===== config.mk =====
export PLATFORM = sky130hd
export DESIGN_NAME = regfile_wb_arbiter
export DESIGN_NICKNAME = d
export VERILOG_FILES = /design/src/rtl/regfile_wb_arbiter_pkg.sv /design/src/rtl/wb_fifo2.sv /design/src/rtl/regfile_wb_arbiter.sv
export SDC_FILE = /design/constraint.sdc
export NUM_CORES = 1
export LEC_CHECK = 0
export BUFFER_PORTS_ARGS = -buffer_cell sky130_fd_sc_hd__buf_2
export CORE_ASPECT_RATIO = 1.25
export CORE_MARGIN = 2
export CORE_UTILIZATION = 50
export DETAILED_ROUTE_END_ITERATION = 7
export GPL_TIMING_DRIVEN = 0
export HOLD_SLACK_MARGIN = 0.06
export PLACE_DENSITY = 0.77
export SLEW_MARGIN = 40
export SYNTH_ARGS = -nofsm -noshare
export SYNTH_HDL_FRONTEND = slang
export SYNTH_SLANG_ARGS = --single-unit

===== constraint.sdc =====
create_clock -name clk -period 3.4 [get_ports clk]
set_input_delay 0.17 -clock clk [delete_from_list [all_inputs] [get_ports clk]]
set_output_delay 0.17 -clock clk [all_outputs]
set_load 0.01 [all_outputs]

===== src/rtl/regfile_wb_arbiter_pkg.sv =====
`default_nettype none
// ============================================================================
// Package     : regfile_wb_arbiter_pkg
// Description : Shared types and constants for the regfile write-back arbiter
//               and its mdu result buffer.
// Revision    : 1.0 - initial release
// ============================================================================
package regfile_wb_arbiter_pkg;

    typedef logic [31:0] word_t;
    typedef logic [3:0]  i4;
    typedef logic [4:0]  creg_addr_t;

    // Depth of the mdu result buffer; pointers are one bit wide because of it.
    localparam int c_FIFO_DEPTH = 2;

    // Head age at which the arbiter asks the pipeline to yield the port.
    localparam logic [2:0] c_AGE_STALL = 3'd6;

    // One buffered long-latency write.
    typedef struct packed {
        creg_addr_t addr;
        word_t      data;
    } wb_entry_t;

    // Which source owns the regfile write port in the current cycle.
    typedef enum logic [1:0] {
        SRC_NONE = 2'd0,
        SRC_PIPE = 2'd1,
        SRC_FIFO = 2'd2
    } wb_src_e;

    // One-hot decode of a register address into a 32-bit mask.
    function automatic logic [31:0] addr_onehot(input creg_addr_t addr);
        return 32'd1 << addr;
    endfunction

endpackage : regfile_wb_arbiter_pkg
`default_nettype wire


===== src/rtl/wb_fifo2.sv =====
`default_nettype none
// ============================================================================
// Module      : wb_fifo2
// Description : Two-entry FIFO of pending mdu regfile writes. Exposes the
//               head entry plus per-slot valid/address so the parent can
//               build a busy mask of in-flight destinations.
// Revision    : 1.0 - initial release
// ============================================================================
module wb_fifo2
    import regfile_wb_arbiter_pkg::*;
(
    input  logic                          clk,
    input  logic                          resetn,
    input  logic                          i_push,
    input  wb_entry_t                     i_push_entry,
    input  logic                          i_pop,
    output logic                          o_full,
    output logic                          o_empty,
    output wb_entry_t                     o_head,
    output logic [c_FIFO_DEPTH-1:0]       o_entry_valid,
    output creg_addr_t [c_FIFO_DEPTH-1:0] o_entry_addr
);

    wb_entry_t                r_mem [c_FIFO_DEPTH];
    logic                     r_wr_ptr;
    logic                     r_rd_ptr;
    logic [1:0]               r_count;
    logic [c_FIFO_DEPTH-1:0]  r_valid;

    logic w_push;
    logic w_pop;

    // A full buffer refuses pushes even when a pop frees a slot this cycle.
    assign o_full  = (r_count == 2'(c_FIFO_DEPTH));
    assign o_empty = (r_count == 2'd0);
    assign w_push  = i_push && !o_full;
    assign w_pop   = i_pop  && !o_empty;
    assign o_head  = r_mem[r_rd_ptr];

    for (genvar gi = 0; gi < c_FIFO_DEPTH; gi++) begin : g_entry
        assign o_entry_valid[gi] = r_valid[gi];
        assign o_entry_addr[gi]  = r_mem[gi].addr;
    end

    // Storage is data-path only; slot validity is tracked separately.
    always_ff @(posedge clk) begin
        if (w_push) begin
            r_mem[r_wr_ptr] <= i_push_entry;
        end
    end

    // Pointers, occupancy and slot-valid flags; pointers wrap modulo 2.
    always_ff @(posedge clk) begin
        if (!resetn) begin
            r_wr_ptr <= 1'b0;
            r_rd_ptr <= 1'b0;
            r_count  <= 2'd0;
            r_valid  <= '0;
        end else begin
            if (w_push) begin
                r_wr_ptr          <= ~r_wr_ptr;
                r_valid[r_wr_ptr] <= 1'b1;
            end
            if (w_pop) begin
                r_rd_ptr          <= ~r_rd_ptr;
                r_valid[r_rd_ptr] <= 1'b0;
            end
            case ({w_push, w_pop})
                2'b10:   r_count <= r_count + 2'd1;
                2'b01:   r_count <= r_count - 2'd1;
                default: r_count <= r_count;
            endcase
        end
    end

endmodule : wb_fifo2
`default_nettype wire


===== src/rtl/regfile_wb_arbiter.sv =====
`default_nettype none
// ============================================================================
// Module      : regfile_wb_arbiter
// Description : Shares the single regfile write port between W-stage writes
//               (always accepted, highest priority) and buffered mdu results.
//               Tracks head age and asks the pipeline to stall so buffered
//               results cannot starve.
// Revision    : 1.0 - initial release
// ============================================================================
module regfile_wb_arbiter
    import regfile_wb_arbiter_pkg::*;
(
    input  logic        clk,
    input  logic        resetn,
    input  logic        pipe_valid,
    input  logic [4:0]  pipe_addr,
    input  logic [31:0] pipe_data,
    input  logic [3:0]  pipe_strobe,
    input  logic        mdu_valid,
    input  logic [4:0]  mdu_addr,
    input  logic [31:0] mdu_data,
    output logic        mdu_ready,
    output logic [4:0]  wa3,
    output logic [3:0]  write_enable,
    output logic [31:0] wd3,
    output logic [31:0] busy_mask,
    output logic        stall_req
);

    logic                          w_full;
    logic                          w_empty;
    logic                          w_push;
    logic                          w_pop;
    logic                          w_pipe_sel;
    wb_entry_t                     w_head;
    logic [c_FIFO_DEPTH-1:0]       w_entry_valid;
    creg_addr_t [c_FIFO_DEPTH-1:0] w_entry_addr;
    wb_src_e                       w_src;
    logic [31:0]                   w_busy;

    logic [2:0]                    r_age;
    logic                          r_stall;
    logic [4:0]                    r_wa3;
    logic [3:0]                    r_we;
    logic [31:0]                   r_wd3;

    // Writes to r0 are swallowed at the door so they never occupy a slot.
    assign mdu_ready  = !w_full;
    assign w_push     = mdu_valid && !w_full && (mdu_addr != 5'd0);
    assign w_pipe_sel = pipe_valid && (pipe_strobe != 4'b0000);
    assign w_pop      = !w_pipe_sel && !w_empty;

    wb_fifo2 u_fifo (
        .clk           (clk),
        .resetn        (resetn),
        .i_push        (w_push),
        .i_push_entry  ('{addr: mdu_addr, data: mdu_data}),
        .i_pop         (w_pop),
        .o_full        (w_full),
        .o_empty       (w_empty),
        .o_head        (w_head),
        .o_entry_valid (w_entry_valid),
        .o_entry_addr  (w_entry_addr)
    );

    // Port ownership: the pipeline always wins, the buffer fills idle slots.
    always_comb begin
        w_src = SRC_NONE;
        if (w_pipe_sel) begin
            w_src = SRC_PIPE;
        end else if (!w_empty) begin
            w_src = SRC_FIFO;
        end
    end

    // Destinations of every buffered write; r0 is never reported busy.
    always_comb begin
        w_busy = '0;
        for (int i = 0; i < c_FIFO_DEPTH; i++) begin
            if (w_entry_valid[i]) begin
                w_busy = w_busy | addr_onehot(w_entry_addr[i]);
            end
        end
    end

    assign busy_mask = {w_busy[31:1], 1'b0};

    // Registered write port; address/data hold when nothing is written.
    always_ff @(posedge clk) begin
        if (!resetn) begin
            r_wa3 <= 5'd0;
            r_we  <= 4'b0000;
            r_wd3 <= 32'd0;
        end else begin
            case (w_src)
                SRC_PIPE: begin
                    if (pipe_addr != 5'd0) begin
                        r_wa3 <= pipe_addr;
                        r_we  <= pipe_strobe;
                        r_wd3 <= pipe_data;
                    end else begin
                        r_we  <= 4'b0000;
                    end
                end
                SRC_FIFO: begin
                    if (w_head.addr != 5'd0) begin
                        r_wa3 <= w_head.addr;
                        r_we  <= 4'b1111;
                        r_wd3 <= w_head.data;
                    end else begin
                        r_we  <= 4'b0000;
                    end
                end
                default: r_we <= 4'b0000;
            endcase
        end
    end

    // Head age saturates at 7 and restarts whenever the head moves or vanishes.
    always_ff @(posedge clk) begin
        if (!resetn) begin
            r_age <= 3'd0;
        end else if (w_pop || w_empty) begin
            r_age <= 3'd0;
        end else if (r_age != 3'b111) begin
            r_age <= r_age + 3'd1;
        end
    end

    // Stall request one cycle after the buffer is full or its head is stale.
    always_ff @(posedge clk) begin
        if (!resetn) begin
            r_stall <= 1'b0;
        end else begin
            r_stall <= w_full || (r_age >= c_AGE_STALL);
        end
    end

    assign wa3          = r_wa3;
    assign write_enable = r_we;
    assign wd3          = r_wd3;
    assign stall_req    = r_stall;

endmodule : regfile_wb_arbiter
`default_nettype wire


# Word level (Yosys, flattened, before mapping)
# Memories as Yosys holds them, arrays and structs flattened. A register that Yosys moved wholly into a read port is not among the register bits.
# Cells that the tools add are included.
[totals] reg_bits=51 out_inout_bits=75 n_memories=1 mem_bits_rw=74
[classes] n_eq_ne=8 n_lt_le_gt_ge=5 shifts=2 reduce_logical=22 addsub=3 n_bitwise=7 n_mux=25
[mem_list] memory="u_fifo.r_mem" words=2 width=37 rd=3 rd_clocked_by_memory_dff=1 write_ports=1 line_no="wb_fifo2.sv:24" source="wb_entry_t r_mem [c_FIFO_DEPTH];"
[ops] operator="32-bit two-way mux" n=4
[ops] operator="32-bit one-hot mux with 2 select lines" n=1
[ops] operator="1-bit by 5-bit left shift with 32-bit output (first input constant)" n=2
[ops] operator="32-bit OR" n=1
[ops] operator="5-bit nonzero test" n=3
[ops] operator="2-bit two-way mux" n=5
[ops] operator="5-bit two-way mux" n=2
[ops] operator="5-bit one-hot mux with 2 select lines" n=1
[ops] operator="1-bit logical AND" n=8
[ops] operator="4-bit two-way mux" n=2
[ops] operator="4-bit one-hot mux with 2 select lines" n=1
[ops] operator="2-bit == test (second input constant)" n=3
[ops] operator="1-bit two-way mux" n=6
[ops] operator="2-bit by 1-bit == test with 1-bit output (second input constant)" n=2
[ops] operator="1-bit by 2-bit less-than comparator with 1-bit output (second input constant)" n=2
[ops] operator="2-bit inequality test (second input constant)" n=2
[ops] operator="2-bit one-hot mux with 2 select lines" n=1
[ops] operator="2-bit nonzero test" n=2
[ops] operator="4-bit nonzero test" n=1
[ops] operator="3-bit by 1-bit adder with 3-bit output (second input constant)" n=1
[ops] operator="3-bit greater-or-equal comparator (second input constant)" n=1
[ops] operator="1-bit logical NOT" n=3
[ops] operator="3-bit inequality test (second input constant)" n=1
[ops] operator="1-bit inverter" n=3
[ops] operator="other kinds (11)" n=14

# Longest topological paths before layout
# Gate-level depths: netlist of run 1.
[depth] depth_word=9 depth_mapped=8

# Modules after synthesis
# Synthesis of run 1 repeated with hierarchy kept, for this count alone.
[unflattened] hier_cells=474 hier_area_um2=5864.4
[by_module_without_submodules] mod="wb_fifo2" seq_area_each_um2=2362.3 n_inst=1 cells_each=155 area_per_inst_um2=3045.4
[by_module_without_submodules] mod="regfile_wb_arbiter" seq_area_each_um2=900.9 n_inst=1 cells_each=319 area_per_inst_um2=2819.0

# Worst setup path before layout of run 1
# Ideal clock, no wire load.
[synth_timing] path_type="register -> register" startpoint="reg u_fifo.r_count[0]" endpoint="reg u_fifo.r_valid[0] (netlist: u_fifo.o_entry_valid[0])" path_stages_with_launch=5 t_arrival_ps=2782 slack_ps=552 synth_period_minus_slack_ps=2848 required_time_ps=3333 cell_sequence="dfxtp_1 nand2b_1 o211ai_1 nor2_1 o221a_1"
[synth_between] elab_chain_cells=9 word_cells_on_any_way=13
[synth_lines] item="start: declaration" line_no="wb_fifo2.sv:27" source="logic [1:0] r_count;"
[synth_lines] item="start signal: assignment" line_no="wb_fifo2.sv:69" source="2'b10: r_count <= r_count + 2'd1;"
[synth_lines] item="start signal: assignment" line_no="wb_fifo2.sv:70" source="2'b01: r_count <= r_count - 2'd1;"
[synth_lines] item="start signal: assignment" line_no="wb_fifo2.sv:71" source="default: r_count <= r_count;"
[synth_lines] item="2-bit == test (*)" line_no="wb_fifo2.sv:34" source="assign o_full = (r_count == 2'(c_FIFO_DEPTH));"
[synth_lines] item="1-bit logical NOT (*)"
[synth_lines] item="via mdu_ready" line_no="regfile_wb_arbiter.sv:22" source="output logic mdu_ready,"
[synth_lines] item="1-bit logical AND (2 in series)" line_no="regfile_wb_arbiter.sv:49" source="assign w_push = mdu_valid && !w_full && (mdu_addr != 5'd0);"
[synth_lines] item="1-bit logical AND (*)" line_no="wb_fifo2.sv:36" source="assign w_push = i_push && !o_full;"
[synth_lines] item="2-bit two-way mux (*)" line_no="wb_fifo2.sv:60" source="if (w_push) begin"
[synth_lines] item="2-bit two-way mux (*)" line_no="wb_fifo2.sv:54" source="if (!resetn) begin"
[synth_lines] item="2-bit AND (no source line)"
[synth_lines] item="2-bit two-way mux (*)" line_no="wb_fifo2.sv:64" source="if (w_pop) begin"
[synth_lines] item="end signal: assignment" line_no="wb_fifo2.sv:58" source="r_valid <= '0;"
[synth_lines] item="end signal: indexed assignment" line_no="wb_fifo2.sv:62" source="r_valid[r_wr_ptr] <= 1'b1;"
[synth_lines] item="end signal: indexed assignment" line_no="wb_fifo2.sv:66" source="r_valid[r_rd_ptr] <= 1'b0;"
[synth_lines] item="end: declaration" line_no="wb_fifo2.sv:28" source="logic [c_FIFO_DEPTH-1:0] r_valid;"
# The timed path passes the listed nets; every way through them passes the cells marked *. The select of a mux whose other input is x is not followed.
# A chain may end at the register's enable or synchronous reset.

# Worst setup path after layout of run 1
[layout_timing] startpoint="in mdu_addr[3]" endpoint="reg u_fifo.r_count[1]"
[layout_between] elab_chain_cells=5 word_cells_on_any_way=7
[layout_lines] item="start: declaration" line_no="regfile_wb_arbiter.sv:20" source="input logic [4:0] mdu_addr,"
[layout_lines] item="5-bit nonzero test (*)" line_no="regfile_wb_arbiter.sv:49"
[layout_lines] item="1-bit logical AND (*)" line_no="regfile_wb_arbiter.sv:49"
[layout_lines] item="1-bit logical AND (*)" line_no="wb_fifo2.sv:36"
[layout_lines] item="2-bit by 1-bit == test with 1-bit output / 2-bit == test (equally long branches)" line_no="wb_fifo2.sv:68" source="case ({w_push, w_pop})"
[layout_lines] item="2-bit one-hot mux with 2 select lines / 2-bit nonzero test (equally long branches)"
# Mark *: on every way between the ends. The rest lies on a longest branch, timed or not.

==> results of run 1 <==
sequential cells by signal, indices dropped and copies added, names as in the netlist, named ones only:
| name | count |
|---|---|
| stall_req | 1 |
| u_fifo.r_mem | 74 |
| r_age | 3 |
| u_fifo.r_wr_ptr | 1 |
| write_enable | 4 |
| u_fifo.o_entry_valid | 2 |
| u_fifo.r_rd_ptr | 1 |
| wd3 | 32 |
| u_fifo.r_count | 2 |
| wa3 | 5 |
synth_stat cells:
cell type,count
o21a_1,1
or3b_1,1
buf_2,9
and2_1,4
ha_1,3
mux2i_1,76
or2_1,2
o41ai_4,1
nand4_1,1
nor3b_1,1
nand2_1,50
nand3b_1,5
nand2b_1,3
inv_2,1
nand3_1,43
clkbuf_1,23
o21ai_0,1
nor2b_1,3
nor4_1,1
or4_1,1
nor3_1,2
nand2_2,1
o211a_1,1
dfxtp_1,52
o221a_1,1
edfxtp_1,74
buf_4,1
a21boi_0,2
o22ai_1,32
xnor2_1,3
a21boi_1,4
o211ai_1,38
a21oi_1,2
or2_2,1
or3_1,2
nor4b_1,1
buf_6,4
xor2_1,1
or3b_2,2
buf_1,1
conb_1,1
inv_1,1
nor2_1,8
worst max-delay path, stage by stage:
cell,delay [ns]
dlygate4sd3_1,0.55
buf_2,0.14
or4_1,0.50
o211ai_1,0.52
ha_1,0.38
or3_1,0.35
a21boi_0,0.23
path summary, 6_finish.rpt:
check,start,to,slack (ns),cells after the start
setup / recovery,mdu_addr[3],u_fifo.r_count[1],0.87,7
hold / removal,pipe_data[6],wd3[6],0.08,3
setup reg to reg,u_fifo.r_count[0],u_fifo.r_count[1],1.36,7
hold reg to reg,wd3[6],wd3[6],0.46,2
repair_timing:
item | CTS | global route
setup endpoints to repair | 0 | 0
endpoints found under the hold margin | 78 | 0
buffers inserted | 0 | 0
hold buffers | 41 | 0
power groups by stage:
stage	Combinational (mW)	Clock (mW)	Sequential (mW)
final	1.53	1.81	2.07
after global routing	1.67	1.90	2.09
after CTS	1.53	1.83	2.07
after detailed placement	1.48	0	2.09
after global placement	1.39	0	2.09
after floorplan	0.909	0	2.14
layout by cell type (no fill, tap or decap), types with 18 or more instances in the layout:
cell             n
buf_2          163
clkbuf_1        25
clkbuf_16       18
dfxtp_1         52
dlygate4sd3_1   41
edfxtp_1        74
mux2i_1         76
nand2_1         50
nand3_1         43
o211ai_1        38
o22ai_1         32
area by class of cell:
cell class,count,area (um^2),share of cell area
flip-flops and latches,126,3263,0.4296
repair buffers,199,1266,0.1667
inverters,2,7.507,0.0009883
well taps,135,168.9,0.02224
clock inverters,9,106.4,0.01400
clock buffers,23,499.2,0.06572
multi-input cells,299,2097,0.2761
plain buffers,38,187.7,0.02471
per-layer routing:
layer	part of all wire	up-vias	wire length [um]	GRT usage
li1	-	2205	-	-
met4	0.012	0	168	0.07877
met1	0.39	2211	5476	0.2656
met5	0	-	0	0
met2	0.54	215	7720	0.4491
met3	0.060	19	849	0.05508
per-stage QoR:
| step | TNS, ns | instances |
|---|---|---|
| after floorplan | 0 | 465 |
| after global placement | -18.95 | 754 |
| after detailed placement | 0 | 758 |
| after CTS | 0 | 831 |
| after global routing | 0 | 831 |
| final | 0 | 831 |
cell families after synthesis:
| group | share of synthesized area |
|---|---|
| buffers and inverters | 0.03523 |
| adder cells (fa/ha/maj) | 0.006776 |
| other | 0.0006769 |
| AO/OA/AOI/OAI | 0.1086 |
| flip-flops | 0.5890 |
| multiplexers | 0.1373 |
| XOR/XNOR | 0.006325 |
| AND/OR/NAND/NOR | 0.1161 |
==> impl_metrics.csv, run 1 <==
group,metric,value,unit
logic_synthesis,ys_ff_latch,126,
critical_path,cp-start-kind,"input port",
final_layout,final_core_util,0.6921,
detailed_routing,drt_pass1_iterations,6,
cts,cts_max_level,4,
sta,finalHoldViolCount,0,
cts,cts_root_buf,"clkbuf_16",
sta,setup_slack,0.8668,ns
cts,cts_resized,0,
floorplanning,io_pins,157,
pwr,finalPower,5.407,mW
sta,rsz0062_at_grt,"no",
placement,io_buffers,154,
sta,max_freq,394.8,MHz
floorplanning,die_w,98.15,um
sta,slew-limit-headroom,0.5934,
placement,detailed_place_hpwl,10260,um
cts,cts_tree,"done",
pwr,pwr-share-clk,0.335,
cts,clk_latency,0.40,ns
status,status,"finished clean",
pwr,p_int,3.754,mW
critical_path,arrival,2.84,ns
sta,skew,0.007091,ns
floorplanning,initial_utilization,0.5048,
worst_hold_path,hold_path.class,"in -> reg",
sta,drv_slew,0,
grt,grt_usage,0.2387,
final_layout,final_nets,768,
sta,fin_hold_ws,0.08147,ns
final_layout,final_area,0.007596,mm^2
pwr,power_switching,1.652,mW
placement,gp_congestion,0.8685,
grt,grt_pass1_wl,22270,um
detailed_routing,postRouteAntennaNets,0,
logic_synthesis,yosysWarnings,0,
detailed_routing,finalWirelength,14220,um
detailed_routing,drtIter0Drc,212,
cts,clock_sinks,126,
pwr,power.leakage,3.063,nW
placement,postPlaceCellArea,0.006580,mm^2
detailed_routing,num_vias,4650,
detailed_routing,drc_errors,0,
run,cap_viol_max_count,0,
grt,grt_max_degree,21,
sta,max_slew.worst_pin.slew,0.6072,ns
critical_path,required,3.71,ns
final_layout,drive_gt1_frac,0.3017,
pwr,combinationalPowerShare,0.283,
cts,cts_inserted_buffers,17,
pwr,p_per_area,711.8,mW/mm^2
final_layout,area_delta_synth_final,37.10,%
sta,setup_viol,0,
floorplanning,fp-row-count,43,
floorplanning,die-area,0.01194,mm^2
critical_path,cp_max_fo,4,
final_layout,fillers,805,
logic_synthesis,synth_area_leaders,"edfxtp_1 (40%), dfxtp_1 (19%), mux2i_1 (14%)",
logic_synthesis,synth_area_leader_cell,"edfxtp_1",
floorplanning,die_h,121.7,um
critical_path,worst_setup_path_end_kind,"flop",
logic_synthesis,synth_area_per_cell,11.91,um^2
logic_synthesis,syn_inst,465,
sta,period_share,0.7451,
sta,min_period,2.533,ns
cts,clk_pin_slew,0.05,ns
pwr,netSwitchingFraction,0.3056,
logic_synthesis,syn-num-nets,550,
placement,pre_cts_slack,1.093,ns
critical_path,worstSetupPathType,"in -> reg",
pwr,vdd_drop_max,640.1,uV
grt,overflow,0,
logic_synthesis,netlist_area,0.005540,mm^2
logic_synthesis,synth_cell_types,43,
grt,grt_pass1_vias,4497,
floorplanning,core-area,0.01098,mm^2
detailed_routing,detail_route.wl_per_cell,17.11,um
pwr,p_seq_frac,0.382,
logic_synthesis,seq_area_frac_synth,0.5890,
final_layout,n_antenna_cell,0,
grt,antenna_found_initial,0,
logic_synthesis,synth.top_cell.area_share,0.4011,
detailed_routing,vias_per_cell,5.596,
cts,cts_max_path_buffers,2,
No activity file was read; power rests on OpenSTA's default activity.
==> run 2, diff against run 1 <==
--- a/config.mk
+++ b/config.mk
@@ -8,11 +8,11 @@
 export BUFFER_PORTS_ARGS = -buffer_cell sky130_fd_sc_hd__buf_2
 export CORE_ASPECT_RATIO = 1.25
 export CORE_MARGIN = 2
-export CORE_UTILIZATION = 50
+export CORE_UTILIZATION = 47
 export DETAILED_ROUTE_END_ITERATION = 7
 export GPL_TIMING_DRIVEN = 0
 export HOLD_SLACK_MARGIN = 0.06
-export PLACE_DENSITY = 0.77
+export PLACE_DENSITY = 0.76
 export SLEW_MARGIN = 40
 export SYNTH_ARGS = -nofsm -noshare
 export SYNTH_HDL_FRONTEND = slang
==> constraint.sdc (replaced) <==
create_clock -name clk -period 2.3 [get_ports clk]
set_input_delay 0.115 -clock clk [delete_from_list [all_inputs] [get_ports clk]]
set_output_delay 0.115 -clock clk [all_outputs]
set_load 0.01 [all_outputs]
==> impl_metrics.csv, run 2 (synthesis results as in run 1) <==
group,metric,value,unit
pwr,netSwitchingFraction,0.3124,
pwr,pwr-share-clk,0.325,
floorplanning,die_w,101.1,um
cts,cts_max_level,4,
worst_hold_path,holdCritStartpoint,"pipe_data[30]",
grt,grt_usage,0.2471,
pwr,p_seq_frac,0.384,
grt,overflow,0,
sta,drv_slew,0,
cts,cts_root_buf,"clkbuf_16",
final_layout,final_area,0.007921,mm^2
critical_path,crit_path_start,"pipe_strobe[2]",
floorplanning,die_h,125.4,um
critical_path,cp-start-kind,"input port",
detailed_routing,postRouteAntennaNets,0,
pwr,power_switching,2.488,mW
final_layout,drive_gt1_frac,0.2883,
sta,min_period,2.208,ns
placement,dp_cells,761,
critical_path,r2r_start,"u_fifo.r_count[0]",
final_layout,final_nets,804,
floorplanning,io_pins,157,
critical_path,arrival,2.54,ns
floorplanning,core-area,0.01156,mm^2
run,cap_viol_max_count,0,
placement,detailed_place_hpwl,10160,um
pwr,combinationalPowerShare,0.291,
sta,setup_slack,0.09207,ns
worst_hold_path,hold_path.class,"in -> reg",
floorplanning,die-area,0.01268,mm^2
pwr,p_int,5.475,mW
sta,finalHoldViolCount,0,
cts,clock_sinks,126,
cts,cts_max_path_buffers,2,
pwr,p_per_area,1005,mW/mm^2
status,status,"finished clean",
final_layout,largest_reg_flops,74,
detailed_routing,drt_pass1_iterations,4,
grt,grt_pass1_wl,24020,um
placement,gp_congestion,0.9411,
sta,setup_viol,0,
cts,cts_resized,0,
grt,antenna_found_initial,1,
critical_path,worst_setup_path_end_kind,"flop",
pwr,power.leakage,3.191,nW
detailed_routing,finalWirelength,15460,um
detailed_routing,detail_route.wl_per_cell,17.75,um
sta,max_freq,452.9,MHz
cts,clk_latency,0.41,ns
sta,max_slew.worst_pin.slew,0.6330,ns
critical_path,required,2.63,ns
cts,cts_inserted_buffers,17,
placement,io_buffers,154,
final_layout,final_cell_mix,"buf_2 (163), mux2i_1 (76), dlygate4sd3_1 (75), edfxtp_1 (74), dfxtp_1 (52)",
sta,slew-limit-headroom,0.5780,
detailed_routing,drtIter0Drc,308,
floorplanning,fp-row-count,44,
placement,postPlaceCellArea,0.006571,mm^2
grt,grt_max_degree,21,
floorplanning,initial_utilization,0.4792,
final_layout,top_register,"u_fifo.r_mem",
critical_path,cp_max_fo,10,
cts,clk_pin_slew,0.06,ns
detailed_routing,vias_per_cell,5.511,
final_layout,final_common_cell,"buf_2",
sta,skew,0.005995,ns
grt,grt_pass1_vias,4944,
cts,cts_tree,"done",
final_layout,area_delta_synth_final,42.98,%
detailed_routing,drc_errors,0,
sta,period_share,0.9600,
pwr,vdd_drop_max,875.5,uV
placement,pre_cts_slack,0.05074,ns
final_layout,fin_cells,871,
detailed_routing,num_vias,4800,
critical_path,worstSetupPathType,"in -> reg",
[run 2: changes by cell type in the layout (fill, tap and decap cells not counted), moves of 2 or more]
| cell | change |
|---|---|
| buf_4 | +2 |
| clkbuf_8 | -2 |
| clkinvlp_4 | +2 |
| dlygate4sd3_1 | +34 |
[run 2: power by group through the flow]
stage / Combinational, mW / Sequential (mW) / Clock [mW]
after CTS: 2.29 / 3.05 / 2.61
after floorplan: 1.35 / 3.16 / 0
after global routing: 2.52 / 3.10 / 2.71
final: 2.32 / 3.06 / 2.59
after detailed placement: 2.18 / 3.09 / 0
after global placement: 2.05 / 3.08 / 0
[run 2: final timing paths]
path	cells after the start	endpoint	slack [ns]
max	9	u_fifo.r_count[1]	0.09
min	3	wd3[30]	0.08
max reg2reg	7	u_fifo.r_count[1]	0.31
min reg2reg	2	wa3[1]	0.46
[run 2: layout make-up]
type | count | area, um^2
diodes | 1 | 2.502
plain buffers | 38 | 187.7
clock buffers | 23 | 500.5
clock inverters | 9 | 81.33
fillers | 842 | 3640
inverters | 2 | 7.507
multi-input cells | 299 | 2097
flip-flops and latches | 126 | 3263
well taps | 138 | 172.7
repair buffers | 235 | 1609
[run 2: metrics by stage]
stage / utilization / hold WS (ns) / power (mW) / TNS, ns
4_1_cts: 0.6837 / 0.06281 / 7.954 / 0
2_1_floorplan: - / 0.2139 / 4.512 / 0
5_1_grt: 0.6852 / 0.06903 / 8.324 / -0.001105
3_3_place_gp: 0.5613 / 0.3044 / 5.130 / -31.27
6_report: 0.6852 / 0.07556 / 7.963 / 0
3_5_place_dp: 0.5684 / 0.3074 / 5.274 / 0
[run 2: timing repair]
action | 4_1_cts | 5_1_grt
endpoints found under the hold margin | 112 | 0
setup buffers | 0 | 2
endpoints found under the setup margin | 0 | 1
hold buffers | 75 | 0
[run 2: worst max-delay path, stage by stage]
cell and delay (ns):
dlygate4sd3_1 0.53, buf_2 0.14, o41ai_4 0.41, nand2_2 0.14
inv_2 0.11, buf_2 0.24, ha_1 0.31, or3_1 0.35
a21boi_0 0.19
[run 2: routing by layer]
layer | vias to the layer above | share of wire | GRT usage
met2 | 224 | 0.52 | 0.4453
met5 | - | 0 | 0
met4 | 0 | 0.043 | 0.1272
met1 | 2260 | 0.38 | 0.2651
li1 | 2266 | - | -
met3 | 50 | 0.056 | 0.05366
